**src/rtl/led_display_pattern_gen_multi.sv**
```systemverilog
// Multi-mode LED matrix test-pattern source.
// Streams one raster-order RGB frame per run over valid/ready.
module led_display_pattern_gen_multi #(
  parameter int SYS_CLK_FREQ   = 12_500_000,
  parameter int NUM_ROW_PIXELS = 32,
  parameter int NUM_COL_PIXELS = 64,
  parameter int BPC            = 8,
  parameter int CHECK_LOG2     = 3,
  localparam int RW = $clog2(NUM_ROW_PIXELS),
  localparam int CW = $clog2(NUM_COL_PIXELS)
) (
  input  logic             clk_in,
  input  logic             n_reset_in,
  input  logic             enable_in,
  input  logic [2:0]       mode_in,
  input  logic [3*BPC-1:0] colour_in,
  output logic [3*BPC-1:0] pixel_data_out,
  output logic [RW-1:0]    pixel_row_out,
  output logic [CW-1:0]    pixel_col_out,
  output logic             pixel_valid_out,
  input  logic             pixel_ready_in,
  output logic             frame_start_out,
  output logic             frame_end_out,
  output logic [15:0]      frame_count_out
);

  if (SYS_CLK_FREQ < 1 || NUM_ROW_PIXELS < 8 ||
      NUM_COL_PIXELS < 8 || BPC < CW || BPC < RW ||
      CHECK_LOG2 >= RW || CHECK_LOG2 >= CW ||
      (1 << RW) != NUM_ROW_PIXELS ||
      (1 << CW) != NUM_COL_PIXELS) begin : g_bad_params
    $error("led_display_pattern_gen_multi: bad parameters");
  end

  localparam logic [RW-1:0] ROW_MAX = RW'(NUM_ROW_PIXELS - 1);
  localparam logic [CW-1:0] COL_MAX = CW'(NUM_COL_PIXELS - 1);

  typedef enum logic [1:0] {
    IDLE,
    LOAD,
    STREAM
  } state_t;

  state_t state_q;
  state_t state_d;

  logic [2:0]       mode_q;
  logic [3*BPC-1:0] colour_q;
  logic [2:0]       offset_q;
  logic [RW-1:0]    row_nxt;
  logic [CW-1:0]    col_nxt;
  logic             last_nxt;
  logic             xfer;

  function automatic logic [3*BPC-1:0] bar_rgb(
    input logic [2:0] b
  );
    return {{BPC{b[2]}}, {BPC{b[1]}}, {BPC{b[0]}}};
  endfunction

  function automatic logic [3*BPC-1:0] pattern(
    input logic [2:0]       m,
    input logic [3*BPC-1:0] rgb,
    input logic [2:0]       off,
    input logic [RW-1:0]    r,
    input logic [CW-1:0]    c
  );
    logic [BPC-1:0] gr;
    logic [BPC-1:0] gg;
    logic [2:0]     s;
    gr = BPC'(c) << (BPC - CW);
    gg = BPC'(r) << (BPC - RW);
    s  = 3'(r) + 3'(c) + off;
    unique case (m)
      3'd0: return rgb;
      3'd1: return {gr, gg, {BPC{1'b0}}};
      3'd2: return bar_rgb(c[CW-1:CW-3]);
      3'd3: return (r[CHECK_LOG2] ^ c[CHECK_LOG2]) ?
                   rgb : '0;
      3'd4: return bar_rgb(s);
      default: return '0;
    endcase
  endfunction

  assign xfer = pixel_valid_out & pixel_ready_in;

  always_comb begin
    col_nxt = pixel_col_out + 1'b1;
    row_nxt = pixel_row_out;
    if (pixel_col_out == COL_MAX) begin
      col_nxt = '0;
      row_nxt = pixel_row_out + 1'b1;
    end
    last_nxt = (row_nxt == ROW_MAX) &&
               (col_nxt == COL_MAX);
  end

  always_ff @(posedge clk_in or negedge n_reset_in) begin
    if (!n_reset_in) state_q <= IDLE;
    else             state_q <= state_d;
  end

  always_comb begin
    state_d = state_q;
    unique case (state_q)
      IDLE: begin
        if (enable_in) state_d = LOAD;
      end
      LOAD: state_d = STREAM;
      STREAM: begin
        if (xfer && frame_end_out)
          state_d = enable_in ? LOAD : IDLE;
      end
      default: state_d = IDLE;
    endcase
  end

  // Output registers carry the presented pixel; they move only on transfer.
  always_ff @(posedge clk_in or negedge n_reset_in) begin
    if (!n_reset_in) begin
      mode_q          <= '0;
      colour_q        <= '0;
      offset_q        <= '0;
      pixel_data_out  <= '0;
      pixel_row_out   <= '0;
      pixel_col_out   <= '0;
      pixel_valid_out <= 1'b0;
      frame_start_out <= 1'b0;
      frame_end_out   <= 1'b0;
      frame_count_out <= '0;
    end else begin
      unique case (state_q)
        LOAD: begin
          mode_q          <= mode_in;
          colour_q        <= colour_in;
          offset_q        <= frame_count_out[2:0];
          pixel_row_out   <= '0;
          pixel_col_out   <= '0;
          pixel_data_out  <= pattern(mode_in, colour_in,
                                     frame_count_out[2:0],
                                     '0, '0);
          pixel_valid_out <= 1'b1;
          frame_start_out <= 1'b1;
          frame_end_out   <= 1'b0;
        end
        STREAM: begin
          if (xfer && frame_end_out) begin
            pixel_valid_out <= 1'b0;
            frame_start_out <= 1'b0;
            frame_end_out   <= 1'b0;
            frame_count_out <= frame_count_out + 16'd1;
          end else if (xfer) begin
            pixel_row_out   <= row_nxt;
            pixel_col_out   <= col_nxt;
            pixel_data_out  <= pattern(mode_q, colour_q,
                                       offset_q,
                                       row_nxt, col_nxt);
            frame_start_out <= 1'b0;
            frame_end_out   <= last_nxt;
          end
        end
        default: begin
          pixel_valid_out <= 1'b0;
          frame_start_out <= 1'b0;
          frame_end_out   <= 1'b0;
        end
      endcase
    end
  end

endmodule

```
**config.mk**
```make
export PLATFORM = sky130hd
export DESIGN_NAME = led_display_pattern_gen_multi
export DESIGN_NICKNAME = d
export VERILOG_FILES = /design/src/rtl/led_display_pattern_gen_multi.sv
export SDC_FILE = /design/constraint.sdc
export NUM_CORES = 1
export LEC_CHECK = 0
export CAP_MARGIN = 15
export CORE_MARGIN = 2
export CORE_UTILIZATION = 50
export CTS_CLUSTER_SIZE = 28
export DETAILED_ROUTE_END_ITERATION = 10
export PLACE_DENSITY = 0.77
export SKIP_CTS_REPAIR_TIMING = 1
export SYNTH_ARGS = -nofsm -noshare
export SYNTH_HDL_FRONTEND = slang
export SYNTH_SLANG_ARGS = --single-unit
export TNS_END_PERCENT = 10
```
**constraint.sdc**
```tcl
create_clock -name clk_in -period 3.9 [get_ports clk_in]
set_input_delay 0.39 -clock clk_in [delete_from_list [all_inputs] [get_ports clk_in]]
set_output_delay 0.39 -clock clk_in [all_outputs]
set_load 0.02 [all_outputs]
```
# Word level (Yosys, flattened, before mapping)
# Cells that the tools add are included.
[totals]
ff_bits = 86
in_bits = 31
output_inout_bits = 54
word_cells = 68
[classes]
addsub = 5
eq_ne = 15
n_mux = 26
bitwise = 2
n_reduce_logical = 9
[op_table]
columns = ["cell", "n"]
rows = [
  ["one-hot mux 24 bit (5 select lines)", 1],
  ["one-hot mux 24 bit (2 select lines)", 2],
  ["two-way mux 24 bit", 3],
  ["two-way mux 6 bit", 3],
  ["adder 16 x 1 -> 16 bit (second input constant)", 1],
  ["two-way mux 5 bit", 3],
  ["equality test 6 bit (second input constant)", 2],
  ["one-hot mux 6 bit (2 select lines)", 1],
  ["one-hot mux 5 bit (2 select lines)", 1],
  ["inequality test 2 bit (second input constant)", 4],
  ["two-way mux 1 bit", 7],
  ["adder 3 bit", 2],
  ["adder 6 x 1 -> 6 bit (second input constant)", 1],
  ["equality test 3 x 2 -> 1 bit (second input constant)", 2],
  ["equality test 3 bit (second input constant)", 2],
  ["logical NOT 3 bit", 2],
  ["one-hot mux 2 bit (3 select lines)", 1],
  ["adder 5 x 1 -> 5 bit (second input constant)", 1],
  ["equality test 5 bit (second input constant)", 1],
  ["two-way mux 2 bit", 2],
  ["one-hot mux 1 bit (2 select lines)", 2],
  ["AND reduction 2 bit", 2],
  ["equality test 3 x 1 -> 1 bit (second input constant)", 1],
  ["inequality test 3 bit (second input constant)", 1],
  ["8 further kinds", 9],
]

# Logic depth before layout (Yosys ltp)
# Gate-level depths: netlist of the first run.
[depth]
word_depth = 8
depth_mapped = 15
mapped_depth_nobuf = 13

# Worst setup path before layout of the first run
# OpenSTA, ideal clock, no wires.
[synth_path]
path_kind = "register to register"
from = "register pixel_col_out[1]"
to = "register pixel_data_out[20]"
setup_time_ps = 126
t_arrival_ps = 3521
required_ps = 3774
path_slack_ps = 253
path_stages_with_launch = 16
path_buffers = 2
synth_period_minus_slack_ps = 3647
path_cell_list = "dfrtp_1 -> ha_1 -> buf_4 -> and3_1 -> and3_1 -> clkbuf_2 -> mux2i_1 -> inv_1 -> fa_1 -> ha_1 -> xnor3_1 -> xor2_1 -> xnor3_1 -> o22a_1 -> o21ai_0 -> a221o_1"
[synth_via]
elab_chain_cells = 8
elab_cells_between_ends = 12
cone_classes = "add/sub: 3; eq/ne: 1; mux: 7; bitwise: 1"
[synth_lines]
columns = ["item", "line_no", "source"]
rows = [
  ["start: declaration", "19", "output logic [CW-1:0] pixel_col_out,"],
  ["start signal: assignment", "154", "pixel_col_out <= col_nxt;"],
  ["adder 6 x 1 -> 6 bit / equality test 6 bit (equally long branches)", "88, 90", ""],
  ["two-way mux 6 bit / two-way mux 5 bit (equally long branches)", "90", "if (pixel_col_out == COL_MAX) begin"],
  ["adder 3 bit / XOR 1 bit (equally long branches)", "73, 78", ""],
  ["adder 3 bit / two-way mux 24 bit (equally long branches)", "73, 78", ""],
  ["one-hot mux 24 bit (5 select lines) (*)", "74", "unique case (m)"],
  ["two-way mux 24 bit (*)", "152", "end else if (xfer) begin"],
  ["two-way mux 24 bit (*)", "147", "if (xfer && frame_end_out) begin"],
  ["one-hot mux 24 bit (2 select lines) (*)", "132", "unique case (state_q)"],
  ["end signal: assignment", "139", "pixel_data_out <= pattern(mode_in, colour_in,"],
  ["end signal: assignment", "155", "pixel_data_out <= pattern(mode_q, colour_q,"],
  ["end: declaration", "17", "output logic [3*BPC-1:0] pixel_data_out,"],
]
# Every way passes the cells marked *; elsewhere a longest branch is shown, timed or not. The select of a mux whose other input is x is not followed.
# A chain may end at the register's enable or synchronous reset.

# Final worst setup path of the first run
[layout_path]
from = "register pixel_col_out[0]"
to = "register pixel_data_out[21]"
# Same word-level chain as after synthesis.

==> summary.md, run 1 <==
| Metric | Value |
|---|---|
| Synth area leader | dfrtp_1 |
| Cell area after layout | 0.00560 mm2 |
| Final ANT Viol Nets | 0 |
| Data arrival, critical path | 3940 ps |
| Multi-input gate area | 0.00209 mm2 |
| Simple-gate share of the synthesized area | 23.4% |
| LEAKAGE | 2.47 nW |
| RSZ-0062 raised after global routing | false |
| Post-synthesis adder-cell area fraction | 2.34% |
| Multiplexer share of the synthesized area | 0.741% |
| Top routing layer used | met4 |
| CP Data Required Time | 4150 ps |
| Cell count after synthesis | 497 |
| Largest family of logic cells by synthesized area | simple AND/OR/NAND/NOR gates |
| XOR/XNOR share of the synthesized area | 5.62% |
| Antenna violations before repair | 0 |
| Per-cell routed wire length | 16.5 um |
| Drt first pass iters | 4 |
| DRT met1 WL | 5.03 mm |
| CTS root buf | clkbuf_8 |
| Fillers | 737 |
| CTS Buf Count | 9 |
| Metal2 WL | 5.38 mm |
| Met3 Wirelength | 709 um |
| Compound-Gate Fraction of Synth Area | 15.2% |
| Peak VDD IR | 0.000375 V |
| Share of the synthesized area in the top cell type | 49.0% |
| Layout cells sized above 1 | 6.92% |
| Placed cell area | 0.00533 mm2 |
| DP Wirelength | 7.70 mm |
| CP endpoint kind | flop |
| Starting density of the core | 50.8% |
| CTS tree | done |
| Fin crit share | 94.5% |
| DR iter-0 viols | 176 |
| GP Congestion | 0.913 |
| Total Routing Usage GR | 24.3% |
| Ports | 85 |
| Ant. Diodes | 0 |
| Drt via density | 5.61 |
| Total core area | 0.00864 mm2 |
| Total power | 3.36 mW |
| First-pass GRT wire length | 18.7 mm |
| CTS clk-pin slew, worst paths | 80 ps |
| Routed vias | 3847 |
| Rel. slew slack | 56.9% |
| Skew final | 5.30 ps |
| Most instantiated cells after synthesis | nand2_1, dfrtp_1, o21ai_0 |
| Final min period | 3690 ps |
| Mapped cell area | 0.00439 mm2 |
| HP Class | flop to flop |
| Clock Latency Late Sink | 360 ps |
| Storage element area | 0.00215 mm2 |
| Largest net degree at the start of global routing | 87 |
| Post-route DRC | 0 |
| Pin slew with the least headroom to its limit | 647 ps |
| Fin. max-slew vios | 0 |
| CTS HTree Levels | 3 |
| Distinct cells, synth | 47 |
| Hold slack final | 475 ps |
| Max Cap Viol | 0 |
| CP Launch Type | flop |
| Ranking of synthesized cells by area | dfrtp_1, nand2_1, o21ai_0, xnor2_1, nand3_1 |
| PwrDens | 601 mW/mm2 |
| Clk sinks | 86 |
| Flops & latches, synth | 86 |
| Critical path class | flop to flop |
| Post-Syn Area per Cell | 8.83 um2 |
| FP Rows | 34 |
| Final hold violations | 0 |
| Syn-to-layout area delta | 27.5% |
| Most used DFF post-synth | dfrtp_1 |
| Die Y | 97.7 um |
| YS warnings | 0 |
| Remaining global-route overflow | 0 |
| CTS max path bufs | 2 |
| Most common cell in the synthesized netlist | nand2_1 |
| Die width | 97.7 um |
| Outcome | completed |
| Vias in the first global route | 3820 |
| Async S/R FF share, synth | 100% |
| Number of synthesized flops with an enable pin | 0 |
| Max frequency | 271 MHz |
| Post-layout util | 64.8% |
| Register area share after synthesis | 49.0% |
| Synth Net Count | 535 |
| PortBufs | 84 |
| CP max FO | 7 |
| Post-Route Setup TNS | 0 ps |
| Final setup fails | 0 |
| Die Footprint | 0.00954 mm2 |
| Layout net count | 613 |
| Wirelength, routed | 11.3 mm |
-- routing by layer --
| metal | up-vias | global-route usage, % |
|---|---|---|
| li1 | 1852 | - |
| met1 | 1842 | 32.5 |
| met2 | 128 | 39.5 |
| met3 | 25 | 6.47 |
| met4 | 0 | 6.62 |
| met5 | - | 0 |
-- metrics by stage --
step,cells,setup WS [ps]
after floorplan,497,253
after global placement,670,247
after detailed placement,670,181
after CTS,684,132
after global routing,686,44.7
final,686,214
-- critical path, stage by stage (launching register included) --
cell and delay, ps:
dfrtp_2 450, ha_1 220, and3_1 170, and3_2 270
mux2i_2 270, inv_1 90, fa_1 440, ha_1 220
xnor3_1 350, xor2_1 160, xnor3_1 240, o22a_1 250
o21ai_0 140, a221o_1 300
-- worst paths after layout --
path / start / endpoint / slack, ps / depth (start not counted)
max: pixel_col_out[0]$_DFFE_PN0P_ / pixel_data_out[21]$_DFFE_PN0P_ / 210 / 13
min: frame_count_out[15]$_DFFE_PN0P_ / frame_count_out[15]$_DFFE_PN0P_ / 480 / 1
max reg2reg: pixel_col_out[0]$_DFFE_PN0P_ / pixel_data_out[21]$_DFFE_PN0P_ / 210 / 13
min reg2reg: frame_count_out[15]$_DFFE_PN0P_ / frame_count_out[15]$_DFFE_PN0P_ / 480 / 1
max in group asynchronous: n_reset_in / pixel_col_out[0]$_DFFE_PN0P_ / 2780 / 3
min in group asynchronous: n_reset_in / pixel_col_out[4]$_DFFE_PN0P_ / 490 / 2
-- sequential cells by signal, indices dropped and copies added, names as in the netlist --
signal and flops:
colour_q 24, pixel_data_out 24, frame_count_out 16, pixel_col_out 6, pixel_row_out 5, mode_q 3
offset_q 3, state_q 2, frame_end_out 1, frame_start_out 1, pixel_valid_out 1
-- cell usage in the layout (no fill, tap or decap), types with 2 or more instances in the layout --
cell | Yosys | final
inv_1 | 6 | 6
bufinv_16 | 0 | 3
fa_1 | 2 | 2
o21a_1 | 5 | 5
o31a_1 | 2 | 2
mux2_2 | 2 | 2
ha_1 | 5 | 5
o22a_1 | 2 | 2
buf_4 | 2 | 14
xnor3_1 | 2 | 2
a221o_1 | 10 | 10
or4_1 | 2 | 2
and2_1 | 14 | 14
or3b_2 | 2 | 2
a31oi_1 | 15 | 15
a21oi_1 | 15 | 15
nand3_1 | 22 | 22
nand2_1 | 131 | 131
or3_1 | 3 | 3
clkdlybuf4s50_1 | 0 | 83
and3_1 | 8 | 7
or2_2 | 2 | 2
nand2b_1 | 5 | 5
xnor2_1 | 15 | 15
dfrtp_1 | 86 | 85
o31ai_1 | 2 | 2
nor3_1 | 6 | 5
xor2_1 | 8 | 8
o21ai_0 | 48 | 48
clkbuf_8 | 0 | 9
nor2_1 | 27 | 27
nand4_1 | 5 | 5
-- area by class of cell --
type,count,share of cell area [%]
clock buffers,10,2.28
clock inverters,4,1.74
inverters,6,0.402
multi-input cells,373,37.3
flip-flops and latches,86,38.5
well taps,108,2.41
repair buffers,99,17.4
-- power breakdown --
group | switching [mW] | internal, mW
Sequential | 0.212 | 1.16
Clock | 0.318 | 0.419
Combinational | 0.706 | 0.545
-- cells by family (layout without fill, tap and decap cells) --
| family | after synthesis | count (layout) |
|---|---|---|
| AO/OA/AOI/OAI | 107 | 107 |
| XOR/XNOR | 25 | 25 |
| multiplexers | 3 | 3 |
| adder cells (fa/ha/maj) | 7 | 7 |
| flip-flops | 86 | 86 |
| AND/OR/NAND/NOR | 231 | 231 |
| buffers and inverters | 38 | 119 |
Note: power is estimated with default switching activity, not from simulation.
==> run 2: changes to the inputs <==
Settings changed: CORE_MARGIN 2 to 3, CTS_CLUSTER_SIZE 28 to unset.
==> summary.md, run 2 (same netlist as run 1, synthesis figures left out) <==
| Metric | Value |
|---|---|
| Final hold violations | 0 |
| Peak VDD IR | 0.000375 V |
| Outcome | completed |
| RR Startpoint | pixel_col_out[0]$_DFFE_PN0P_ |
| Syn-to-layout area delta | 26.5% |
| DP Wirelength | 7.84 mm |
| CP Launch Type | flop |
| Logic pwr share | 37.7% |
| GP Congestion | 0.923 |
| Layout net count | 610 |
| Data arrival, critical path | 3820 ps |
| Post-route DRC | 0 |
| Total Routing Usage GR | 23.7% |
| Skew final | 9.18 ps |
| Largest regs | colour_q (24), pixel_data_out (24), frame_count_out (16) |
| Max Cap Viol | 0 |
| LEAKAGE | 2.45 nW |
| R2r worst-path depth | 13 |
| Clk sinks | 86 |
| Crit path to | pixel_data_out[22]$_DFFE_PN0P_ |
| Final min period | 3590 ps |
| Final ANT Viol Nets | 0 |
| Total core area | 0.00838 mm2 |
| CTS root buf | clkbuf_8 |
| DR iter-0 viols | 251 |
| Ant. Diodes | 0 |
| Setup crit start | pixel_col_out[0]$_DFFE_PN0P_ |
| Switching Share | 37.4% |
| Drt first pass iters | 4 |
| Post-Route Setup TNS | 0 ps |
| Placed cell area | 0.00530 mm2 |
| Cell area after layout | 0.00555 mm2 |
| Clk pwr share | 20.4% |
| CTS tree | done |
| Fin crit share | 92.0% |
| CTS clk-pin slew, worst paths | 90 ps |
| HP Class | flop to flop |
| Fillers | 724 |
| Switch Pwr | 1.22 mW |
| CTS max path bufs | 2 |
| Largest net degree at the start of global routing | 87 |
| Commonest cells after routing, fill and taps aside | nand2_1, dfrtp_1, clkdlybuf4s50_1, o21ai_0, nor2_1 |
| Vias in the first global route | 3790 |
| Critical path class | flop to flop |
| PortBufs | 84 |
| Pin slew with the least headroom to its limit | 709 ps |
| CTS HTree Levels | 3 |
| PwrDens | 591 mW/mm2 |
| Rel. slew slack | 52.4% |
| Reg-to-reg critical path endpoint | pixel_data_out[22]$_DFFE_PN0P_ |
| Starting density of the core | 52.4% |
| RSZ-0062 raised after global routing | false |
| Clock Latency Late Sink | 350 ps |
| Seq pwr share | 41.9% |
| Die width | 99.7 um |
| Commonest non-fill, non-tap cell in the layout | nand2_1 |
| Die Footprint | 0.00994 mm2 |
| Die Y | 99.7 um |
| Register-to-Register Setup Slack | 310 ps |
| Drt via density | 5.67 |
| Remaining global-route overflow | 0 |
| First-pass GRT wire length | 18.9 mm |
| Wirelength, routed | 11.4 mm |
| Ports | 85 |
| Int Pwr | 2.05 mW |
| CP endpoint kind | flop |
| Layout cells sized above 1 | 6.77% |
| Final setup fails | 0 |
| Per-cell routed wire length | 16.7 um |
| Max frequency | 279 MHz |
| Fin. max-slew vios | 0 |
| Antenna violations before repair | 0 |
| FP Rows | 33 |
| CP max FO | 7 |
| CP Data Required Time | 4130 ps |
| Routed vias | 3860 |
| CTS Buf Count | 9 |
run 2: power groups by stage:
stage | clock (mW) | sequential [mW] | combinational [mW]
final | 0.669 | 1.37 | 1.24
after floorplan | 0 | 1.46 | 0.646
after CTS | 0.678 | 1.37 | 1.24
after global routing | 0.720 | 1.41 | 1.37
after detailed placement | 0 | 1.39 | 1.23
after global placement | 0 | 1.38 | 1.20
run 2: worst max-delay path, stage by stage (launching register included):
cell	delay [ps]
dfrtp_2	450
ha_1	220
and3_1	160
and3_2	270
mux2i_2	270
inv_1	90
fa_1	440
ha_1	220
xnor3_1	340
xor2_1	160
xnor3_1	240
o22a_2	210
o21ai_0	110
a221o_1	300
run 2: how the worst min path moves through the flow:
stage,startpoint,endpoint,slack [ps],cells past startpoint
3_5_place_dp,colour_q[10]$_DFFE_PN0P_,colour_q[10]$_DFFE_PN0P_,460,2
5_1_grt,colour_q[1]$_DFFE_PN0P_,colour_q[1]$_DFFE_PN0P_,510,2
3_3_place_gp,colour_q[6]$_DFFE_PN0P_,colour_q[6]$_DFFE_PN0P_,460,2
2_1_floorplan,n_reset_in,colour_q[0]$_DFFE_PN0P_,90,0
6_report,colour_q[10]$_DFFE_PN0P_,colour_q[10]$_DFFE_PN0P_,480,2
4_1_cts,n_reset_in,pixel_col_out[5]$_DFFE_PN0P_,280,1
run 2: per-stage QoR:
stage | utilization (%) | hold WS (ps) | instances | worst slack [ps] | power, mW
after global placement | 63.2 | 457 | 664 | 265 | 2.58
after CTS | 65.7 | 275 | 679 | 131 | 3.29
after global routing | 66.2 | 511 | 681 | 80.1 | 3.50
final | 66.2 | 480 | 681 | 312 | 3.28
after floorplan | - | 94.4 | 497 | 253 | 2.11
after detailed placement | 63.2 | 462 | 664 | 154 | 2.62
run 2: layout make-up:
cell class	count	area [um2]	share of cell area [%]
Timing Repair Buffer	96	951	17.1
Multi-Input combinational cell	373	2090	37.6
Sequential cell	86	2150	38.8
Clock inverter	4	72.6	1.31
Clock buffer	11	131	2.37
Inverter	6	22.5	0.406
Tap cell	105	131	2.37
run 2: layer usage:
metal	routed length, um	vias up	global-route usage (%)
li1	-	1842	-
met1	4870	1878	32.4
met2	5670	130	38.6
met3	740	10	5.05
met4	114	0	6.09
met5	0	-	0
